--- src/rtl/tick_gen_pkg.sv ---
// -----------------------------------------------------------------------------
// tick_gen_pkg
// Shared types and constants for the multi-channel tick generator.
//   ch_state_e     : per-channel sequencing state
//   DIV_1HZ_100MHZ : divisor giving a 1 s tick from a 100 MHz board clock
//   DIV_25MHZ      : divisor giving a 25 MHz tick (pixel clock) from 100 MHz
//   sel_width()    : width of a channel-select field, never less than 1 bit
// -----------------------------------------------------------------------------
package tick_gen_pkg;

  typedef enum logic [1:0] {
    IDLE   = 2'd0,
    RUN    = 2'd1,
    PAUSED = 2'd2,
    DONE   = 2'd3
  } ch_state_e;

  localparam int unsigned DIV_1HZ_100MHZ = 32'd100000000;
  localparam int unsigned DIV_25MHZ      = 32'd4;

  function automatic int sel_width(input int num_ch);
    return (num_ch > 1) ? $clog2(num_ch) : 1;
  endfunction

endpackage

--- src/rtl/tick_generator_multi_channel.sv ---
// -----------------------------------------------------------------------------
// tick_channel
// One timebase channel: divisor register, up-counter with >= terminal compare,
// run/pause/one-shot sequencing, single-cycle tick, 50% square wave and a
// saturating tick count.
//
// Ports
//   clk_i        system clock
//   rst_i        synchronous active-high reset
//   en_i         run enable; low pauses the counter
//   clear_i      synchronous clear of counter, count, square wave and done
//   oneshot_i    1 = stop in DONE after the first tick
//   load_i       load strobe for the divisor register
//   load_data_i  divisor value taken on load_i
//   tick_o       one-cycle pulse per period
//   sq_clk_o     toggles on every tick
//   done_o       one-shot has fired
//   elapsed_o    saturating tick count
//
// state  | meaning
// -------+-----------------------------------------------------------
// IDLE   | cleared, waiting for en_i; counter at 0
// RUN    | counting enabled edges toward div_eff
// PAUSED | en_i dropped while running; counter and sq_clk held
// DONE   | one-shot fired; counter 0, ignores en_i until clear/reset
// -----------------------------------------------------------------------------
module tick_channel
  import tick_gen_pkg::*;
#(
  parameter int          CNT_W       = 28,
  parameter int unsigned DEFAULT_DIV = DIV_1HZ_100MHZ,
  parameter int          ELAPSED_W   = 8
) (
  input  logic                 clk_i,
  input  logic                 rst_i,
  input  logic                 en_i,
  input  logic                 clear_i,
  input  logic                 oneshot_i,
  input  logic                 load_i,
  input  logic [CNT_W-1:0]     load_data_i,
  output logic                 tick_o,
  output logic                 sq_clk_o,
  output logic                 done_o,
  output logic [ELAPSED_W-1:0] elapsed_o
);

  ch_state_e            state_q, state_d;
  logic [CNT_W-1:0]     cnt_q, cnt_d;
  logic [CNT_W-1:0]     div_q, div_d;
  logic [CNT_W-1:0]     div_eff;
  logic                 tick_q, tick_d;
  logic                 sq_q, sq_d;
  logic                 done_q, done_d;
  logic [ELAPSED_W-1:0] el_q, el_d;
  logic                 terminal;

  // A zero divisor would never terminate; run it as divide-by-one.
  assign div_eff = (div_q == '0) ? CNT_W'(1) : div_q;

  // >= rather than == so that shrinking the divisor below the current count
  // wraps on the next enabled edge instead of running through 2^CNT_W.
  assign terminal = (cnt_q >= (div_eff - CNT_W'(1)));

  always_comb begin
    state_d = state_q;
    cnt_d   = cnt_q;
    tick_d  = 1'b0;
    sq_d    = sq_q;
    el_d    = el_q;
    // The divisor load is independent of clear and of the FSM; the compare
    // above still uses the old divisor during a load cycle.
    div_d   = load_i ? load_data_i : div_q;

    if (clear_i) begin
      state_d = IDLE;
      cnt_d   = '0;
      sq_d    = 1'b0;
      el_d    = '0;
    end else begin
      unique case (state_q)
        IDLE, RUN, PAUSED: begin
          if (en_i) begin
            // The enabling edge itself counts, so from IDLE the first tick
            // lands on the div_eff-th enabled edge.
            state_d = RUN;
            if (terminal) begin
              cnt_d  = '0;
              tick_d = 1'b1;
              sq_d   = ~sq_q;
              if (el_q != '1) el_d = el_q + ELAPSED_W'(1);
              if (oneshot_i) state_d = DONE;
            end else begin
              cnt_d = cnt_q + CNT_W'(1);
            end
          end else if (state_q == RUN) begin
            state_d = PAUSED;
          end
        end
        DONE: begin
          cnt_d = '0;
        end
        default: begin
          state_d = IDLE;
          cnt_d   = '0;
        end
      endcase
    end

    done_d = (state_d == DONE);
  end

  always_ff @(posedge clk_i) begin
    if (rst_i) begin
      state_q <= IDLE;
      cnt_q   <= '0;
      div_q   <= CNT_W'(DEFAULT_DIV);
      tick_q  <= 1'b0;
      sq_q    <= 1'b0;
      done_q  <= 1'b0;
      el_q    <= '0;
    end else begin
      state_q <= state_d;
      cnt_q   <= cnt_d;
      div_q   <= div_d;
      tick_q  <= tick_d;
      sq_q    <= sq_d;
      done_q  <= done_d;
      el_q    <= el_d;
    end
  end

  assign tick_o    = tick_q;
  assign sq_clk_o  = sq_q;
  assign done_o    = done_q;
  assign elapsed_o = el_q;

endmodule

--- src/rtl/tick_generator_multi.sv ---
// -----------------------------------------------------------------------------
// tick_generator_multi
// Multi-channel programmable timebase. Each channel divides clk into a
// one-cycle tick, a 50% square wave and a saturating tick count, with
// pause/resume, clear and one-shot control. Divisors are written one channel
// at a time through div_wr/div_sel/div_data.
//
// Ports
//   clk         system clock
//   rst         synchronous active-high reset
//   ch_en       per-channel run enable
//   ch_clear    per-channel synchronous clear
//   ch_oneshot  per-channel one-shot mode
//   div_wr      divisor write strobe
//   div_sel     channel addressed by div_wr (out-of-range writes are dropped)
//   div_data    new divisor value
//   tick        per-channel one-cycle tick
//   sq_clk      per-channel square wave, period 2*div
//   done        per-channel one-shot fired flag
//   elapsed     per-channel tick count, channel i at [i*ELAPSED_W +: ELAPSED_W]
// -----------------------------------------------------------------------------
module tick_generator_multi
  import tick_gen_pkg::*;
#(
  parameter  int          NUM_CH      = 2,
  parameter  int          CNT_W       = 28,
  parameter  int unsigned DEFAULT_DIV = DIV_1HZ_100MHZ,
  parameter  int          ELAPSED_W   = 8,
  localparam int          SEL_W       = sel_width(NUM_CH)
) (
  input  logic                        clk,
  input  logic                        rst,
  input  logic [NUM_CH-1:0]           ch_en,
  input  logic [NUM_CH-1:0]           ch_clear,
  input  logic [NUM_CH-1:0]           ch_oneshot,
  input  logic                        div_wr,
  input  logic [SEL_W-1:0]            div_sel,
  input  logic [CNT_W-1:0]            div_data,
  output logic [NUM_CH-1:0]           tick,
  output logic [NUM_CH-1:0]           sq_clk,
  output logic [NUM_CH-1:0]           done,
  output logic [NUM_CH*ELAPSED_W-1:0] elapsed
);

  logic [NUM_CH-1:0] load;

  // Select values at or beyond NUM_CH match no channel, so such writes vanish.
  always_comb begin
    load = '0;
    for (int i = 0; i < NUM_CH; i++) begin
      load[i] = div_wr && (int'(div_sel) == i);
    end
  end

  for (genvar g = 0; g < NUM_CH; g++) begin : g_ch
    tick_channel #(
      .CNT_W       (CNT_W),
      .DEFAULT_DIV (DEFAULT_DIV),
      .ELAPSED_W   (ELAPSED_W)
    ) u_ch (
      .clk_i       (clk),
      .rst_i       (rst),
      .en_i        (ch_en[g]),
      .clear_i     (ch_clear[g]),
      .oneshot_i   (ch_oneshot[g]),
      .load_i      (load[g]),
      .load_data_i (div_data),
      .tick_o      (tick[g]),
      .sq_clk_o    (sq_clk[g]),
      .done_o      (done[g]),
      .elapsed_o   (elapsed[g*ELAPSED_W +: ELAPSED_W])
    );
  end

endmodule

--- config.mk ---
export PLATFORM = sky130hd
export DESIGN_NAME = tick_generator_multi
export DESIGN_NICKNAME = d
export VERILOG_FILES = /design/src/rtl/tick_gen_pkg.sv /design/src/rtl/tick_generator_multi_channel.sv /design/src/rtl/tick_generator_multi.sv
export SDC_FILE = /design/constraint.sdc
export NUM_CORES = 1
export LEC_CHECK = 0
export ABC_AREA = 1
export CAP_MARGIN = 10
export CORE_AREA = 3 3 169 171
export DETAILED_ROUTE_END_ITERATION = 10
export DIE_AREA = 0 0 172 174
export MAX_ROUTING_LAYER = met4
export PLACE_DENSITY = 0.61
export SETUP_SLACK_MARGIN = 0.1
export SYNTH_ARGS = -nofsm -noshare
export SYNTH_HDL_FRONTEND = slang
export SYNTH_SLANG_ARGS = --single-unit
--- constraint.sdc ---
create_clock -name clk -period 5 [get_ports clk]
set_clock_uncertainty 0.1 [all_clocks]
set_input_delay 0.5 -clock clk [delete_from_list [all_inputs] [get_ports clk]]
set_output_delay 0.5 -clock clk [all_outputs]
set_load 0.01 [all_outputs]
-- Word-level counts from Yosys, hierarchy flattened
Index checks and enable logic that the tools add are counted.
- register bits: 138
- input bits: 38
- add/subtract/negate cells: 6
- magnitude comparators: 2
- eq/ne operators: 12
- mux-type cells: 22
- bitwise gates (word level): 7
- reductions and logical operators: 16
- operators by type and width (cell ; number):
    28-bit two-way mux ; 6
    28-bit case mux with 2 select lines ; 2
    28-bit by 1-bit adder with 28-bit output (second input constant) ; 2
    28-bit greater-or-equal comparator ; 2
    28-bit logical NOT ; 2
    28-bit by 1-bit subtractor with 28-bit output (second input constant) ; 2
    2-bit two-way mux ; 12
    8-bit by 1-bit adder with 8-bit output (second input constant) ; 2
    8-bit != test (second input constant) ; 2
    2-bit == test (second input constant) ; 6
    4-bit AND reduction ; 2
    4-bit OR reduction ; 2
    1-bit NOT ; 7
    3-bit AND reduction ; 2
    3-bit OR reduction ; 2
    2-bit by 1-bit == test with 1-bit output (second input constant) ; 2
    2-bit logical NOT ; 2
    2-bit != test (second input constant) ; 2
    2-bit OR reduction ; 2
    1-bit logical AND ; 2
    1-bit two-way mux ; 2

-- Longest topological paths before layout
- word-level depth: 9
- gate-level depth with buffers: 26

-- Cells and area by module
Synthesis repeated with hierarchy kept, for this count alone.
- cell total of the unflattened synthesis: 1388
- area total of the unflattened synthesis: 9420.3 um2
- modules (own cells, without submodules) (module ; times used ; cells each ; area an instance (um2) ; seq. area each (um2)):
    tick_channel (g_ch[0].u_ch) ; 1 ; 699 ; 4747.1 ; 1381.3
    tick_channel (g_ch[1].u_ch) ; 1 ; 685 ; 4655.7 ; 1381.3
    tick_generator_multi ; 1 ; 4 ; 17.5 ; 0.0

-- Least setup slack after synthesis
No wires, ideal clock.
- path type: flip-flop to flip-flop
- start: register g_ch[1].u_ch.div_q[6]
- end: register g_ch[1].u_ch.el_q[0]
- library setup time: 132 ps
- arrival time: 3228 ps
- required time: 4768 ps
- setup slack: 1540 ps
- stages on the path, launching flop included: 26
- buffers on the path: 0
- clock period less this slack: 3460 ps
- path through: dfxtp_1 > inv_1 > nand3_1 > nor2_1 > nand2_1 > nor2_2 > nor2_4 > ha_1 > nand2_1 > nor3_2 > nand4_1 > nor2_2 > nand4_1 > xor2_1 > ha_1 > nand2_1 > nor2_2 > nand2_4 > nor2_1 > nand2_2 > nand2_2 > nor2_8 > nand2_4 > nand3_1 > nand2_1 > a21oi_1
- longest elaborated chain between the ends: 5
- RTL lines (item ; RTL line ; RTL):
    from (decl) ; tick_generator_multi_channel.sv:49 ; logic [CNT_W-1:0] div_q, div_d;
    from (signal assigned) ; tick_generator_multi_channel.sv:116 ; div_q <= CNT_W'(DEFAULT_DIV);
    from (signal assigned) ; tick_generator_multi_channel.sv:124 ; div_q <= div_d;
    28-bit logical NOT ; tick_generator_multi_channel.sv:58 ; assign div_eff = (div_q == '0) ? CNT_W'(1) : div_q;
    28-bit two-way mux (*) ; tick_generator_multi_channel.sv:58 ;
    28-bit by 1-bit subtractor with 28-bit output (*) ; tick_generator_multi_channel.sv:62 ; assign terminal = (cnt_q >= (div_eff - CNT_W'(1)));
    28-bit greater-or-equal comparator (*) ; tick_generator_multi_channel.sv:62 ;
    4-bit AND reduction (no source line) (*) ; n/a ;
    to (signal assigned) ; tick_generator_multi_channel.sv:128 ; el_q <= el_d;
    to (decl) ; tick_generator_multi_channel.sv:54 ; logic [ELAPSED_W-1:0] el_q, el_d;
Every way passes the cells marked *; elsewhere a longest branch is shown, timed or not.
A chain may end at the register's enable or synchronous reset.

-- Final worst setup path
- start: register g_ch[0].u_ch.div_q[22]
- end: register g_ch[0].u_ch.done_q
- longest elaborated chain between the ends: 9
- RTL lines (item ; RTL line ; RTL):
    from (decl) ; tick_generator_multi_channel.sv:49 ;
    from (signal assigned) ; tick_generator_multi_channel.sv:116 ;
    from (signal assigned) ; tick_generator_multi_channel.sv:124 ;
    28-bit logical NOT ; tick_generator_multi_channel.sv:58 ;
    28-bit two-way mux (*) ; tick_generator_multi_channel.sv:58 ;
    28-bit by 1-bit subtractor with 28-bit output (*) ; tick_generator_multi_channel.sv:62 ;
    28-bit greater-or-equal comparator (*) ; tick_generator_multi_channel.sv:62 ;
    2-bit two-way mux (*) ; tick_generator_multi_channel.sv:86 ; if (terminal) begin
    2-bit two-way mux (*) ; tick_generator_multi_channel.sv:82 ; if (en_i) begin
    2-bit two-way mux (*) ; tick_generator_multi_channel.sv:80 ; unique case (state_q)
    2-bit two-way mux (*) ; tick_generator_multi_channel.sv:74 ; if (clear_i) begin
    2-bit == test (*) ; tick_generator_multi_channel.sv:109 ; done_d = (state_d == DONE);
    to (signal assigned) ; tick_generator_multi_channel.sv:127 ; done_q <= done_d;
    to (decl) ; tick_generator_multi_channel.sv:53 ; logic done_q, done_d;
Marks and branches as above.

==> metrics <==
n_diodes=0; Worst Reg-to-Reg Cells=24; DIE AREA=roughly 30000 um^2; synth warn=0; Register Area=about 2800 um^2; post-synthesis adder-cell area fraction=~8%; starting density of the core=a little over a third; via count of the routed design=around 9000; Seq cells post-synth=around 140; sequential fraction of the synthesis area=between 20% and 30%; mapped cell area=9530 um^2; Net count, final=about 1600; Max Cap Viol=0; Area contributors post-synth=dfxtp_1 29%, nand2_1 15%, nor2_1 8.7%; setup total negative slack=0 ns; Worst-Margin Slew=roughly 1.1 ns; initial antenna violation count=0; port buffer count=59; Avg Vias per Cell=between 4 and 5; Yosys top cell area share=between 20% and 30%; Leak=between 0.004 and 0.005 uW; Final Power=roughly 2800 uW; routed length per placed instance=approximately 15 um; Finished Layout Cells=approximately 1800; Worst EP arrival=4.60 ns; Pwr per Cell Area=~260 nW/um^2; fmax=between 200 and 250 MHz; CTS buffer count=17; leading area contributor after synthesis=dfxtp_1; post-CTS setup buffer count=0; All-Layer GR Usage=roughly a fifth; Synth Net Count=between 1500 and 2000; final hold vios=0; row count=60; Synth Area in Simple Gates=roughly 37%; XOR/XNOR Fraction of Synth Area=8.18%; Die Span X=roughly 170 um; Placed Instances=between 1500 and 2000; # DRC=0; status=finished, final reports clean; multi-input combinational cell area=a little under 6000 um^2; Die Ht=~170 um; compound-cell area share of the yosys netlist=between 8 and 9%; Syn Area/Cell=around 6.6 um^2; post-route setup slack=0.616 ns; Initial DRC Count=592; antenna-violating nets left=0; num ports=60; P&R area growth vs syn=15.1%; HP Class=reg -> reg; RSZ-0062 raised after global routing=no; Worst VDD drop=about 0.00021 V; CTS tree=yes; hold path cells=2; final worst-path cycle share=about 88%; minimum clock period=4.38 ns; multiplexer share of the synthesized area=0%; CTS max path bufs=2; Placer Congestion=0.946; Worst-path clk slew=0.07 ns; Root Buffer=clkbuf_16; clk_lat worst skew=0.43 ns; Setup crit start kind=flop; vias in the first global route=between 8000 and 9000; core box area=approximately 27000 um^2; Final Setup Violations=0; worst slack at placement=0.603 ns; CP max FO=27; cells after synthesis=between 1000 and 1500; first-pass GRT wire length=44000 um; grt total ovfl=0; Slew Viols, Final=0; sw frac=around 30%; Crit. End Element=flop; htree depth=4; cell-internal power=a little under 2000 uW; Unique masters post-synth=40; drt first pass iters=5; Filler cells=a little under 3000; CP Data Required Time=5.21 ns; CTS Hold Bufs=0; Min Hold Slack=0.379 ns; Flop pwr share=a little over two fifths; Clock power frac=46.0%; post-cts sizing count=0; Psw=about 830 uW; Setup CP Type=reg -> reg; largest net degree at the start of global routing=37; hpwl dp=20800 um; largest family of logic cells by synthesized area=simple AND/OR/NAND/NOR gates; Final Routed Wirelength=27100 um; Slew HR=between 20 and 30%; share of cells above drive strength 1=6.73%; CTS Sinks=roughly 140; Comb power frac=roughly an eighth
==> power by group through the flow <==
stage	clock, uW	combinational (uW)	sequential, uW
floorplan	0	229	1180
global placement	0	335	1200
detailed placement	0	339	1200
CTS	1310	341	1170
global route	1370	385	1180
finish	1290	339	1170
==> metal layers <==
layer / vias up / wire, um / global-route usage, %
met3: 27 / 1040 / 2.41
li1: 4744 / - / -
met5: - / 0 / -
met1: 4200 / 13000 / 25.3
met4: 0 / 333 / 4.26
met2: 201 / 12700 / 29.6
==> kinds of logic after synthesis <==
| kind of cell | Yosys count |
|---|---|
| and+or+nand+nor | 802 |
| buffers and inverters | 199 |
| AOI/OAI and AO/OA | 155 |
| DFF | 138 |
| xor gates and xnor gates | 89 |
| adders and majority gates | 62 |
==> synthesized netlist by cell type, drive strengths merged <==
| library cell | n |
|---|---|
| nand2 | 383 |
| nor2 | 242 |
| inv | 150 |
| dfxtp | 138 |
| a21oi | 91 |
| nand3 | 72 |
| ha | 62 |
| xor2 | 62 |
| nand4 | 54 |
| o21ai | 44 |
| nor3 | 34 |
| clkbuf | 28 |
| xnor2 | 27 |
| buf | 15 |
| o211ai | 8 |
| nor4 | 7 |
| clkinv | 6 |
| or2 | 6 |
| o21a | 5 |
| o21bai | 4 |
| a21o | 3 |
| nand3b | 2 |
| nor3b | 1 |
| or4 | 1 |
==> flip-flops by register name (all words and copies together), names as in the netlist <==
signal / flops
g_ch.u_ch.cnt_q: 56
g_ch.u_ch.div_q: 56
g_ch.u_ch.done_o: 2
g_ch.u_ch.elapsed_o: 16
g_ch.u_ch.sq_clk_o: 2
g_ch.u_ch.state_q: 4
g_ch.u_ch.tick_o: 2
==> cell usage in the layout, fill, tap and decap left out, drive strengths merged <==
| cell type | synthesis | final |
|---|---|---|
| nand2 | 383 | 383 |
| clkinvlp | 0 | 2 |
| nor3 | 34 | 34 |
| nand4 | 54 | 54 |
| or2 | 6 | 6 |
| bufinv | 0 | 1 |
| o21bai | 4 | 4 |
| a21o | 3 | 3 |
| nand3 | 72 | 72 |
| nand3b | 2 | 2 |
| xnor2 | 27 | 27 |
| xor2 | 62 | 62 |
| o21ai | 44 | 44 |
| ha | 62 | 62 |
| dfxtp | 138 | 138 |
| nor3b | 1 | 1 |
| o21a | 5 | 5 |
| clkbuf | 28 | 18 |
| o211ai | 8 | 8 |
| or4 | 1 | 1 |
| nor4 | 7 | 7 |
| a21oi | 91 | 91 |
| clkinv | 6 | 7 |
| nor2 | 242 | 242 |
| clkdlybuf4s50 | 0 | 59 |
| inv | 150 | 160 |
| buf | 15 | 8 |
==> layout make-up <==
cell class	instances	area share (%)
Clock buffer	18	3.91
Clock inverter	14	1.38
Inverter	156	5.34
Multi-Input combinational cell	1108	54.3
Sequential cell	138	25.2
Tap cell	341	3.89
Timing Repair Buffer	67	5.93
==> stage by stage <==
step / area [um^2] / utilization [%]
after floorplan: 9530 / -
after global placement: 10400 / 38.4
after detailed placement: 10400 / 38.4
after CTS: 11000 / 40.6
after global routing: 11000 / 40.6
final: 11000 / 40.6
==> worst max-delay path, cell delays in order (launching register included) <==
cell     delay, ns
dfxtp_1       0.46
nor2_1        0.08
nand2_1       0.10
nor2_1        0.07
nand4_1       0.09
nand2_1       0.10
inv_2         0.18
ha_1          0.22
nand3_1       0.16
nor3_1        0.43
nand2_1       0.17
inv_1         0.11
nand3_1       0.09
xor2_1        0.17
ha_1          0.27
nand2_1       0.08
nor2_1        0.06
nand4_1       0.09
a21oi_1       0.07
nor2_2        0.14
nand2_2       0.19
nor2_4        0.54
inv_1         0.13
nand3_1       0.12
nor2_1        0.05
==> path summary, 6_finish.rpt <==
check | startpoint | end | slack, ns
max | g_ch[0].u_ch.div_q[22] | g_ch[0].u_ch.done_o | 0.62
min | g_ch[0].u_ch.sq_clk_o | g_ch[0].u_ch.sq_clk_o | 0.38
max reg2reg | g_ch[0].u_ch.div_q[22] | g_ch[0].u_ch.done_o | 0.62
min reg2reg | g_ch[0].u_ch.sq_clk_o | g_ch[0].u_ch.sq_clk_o | 0.38
Power figures use the tool's default switching activity.
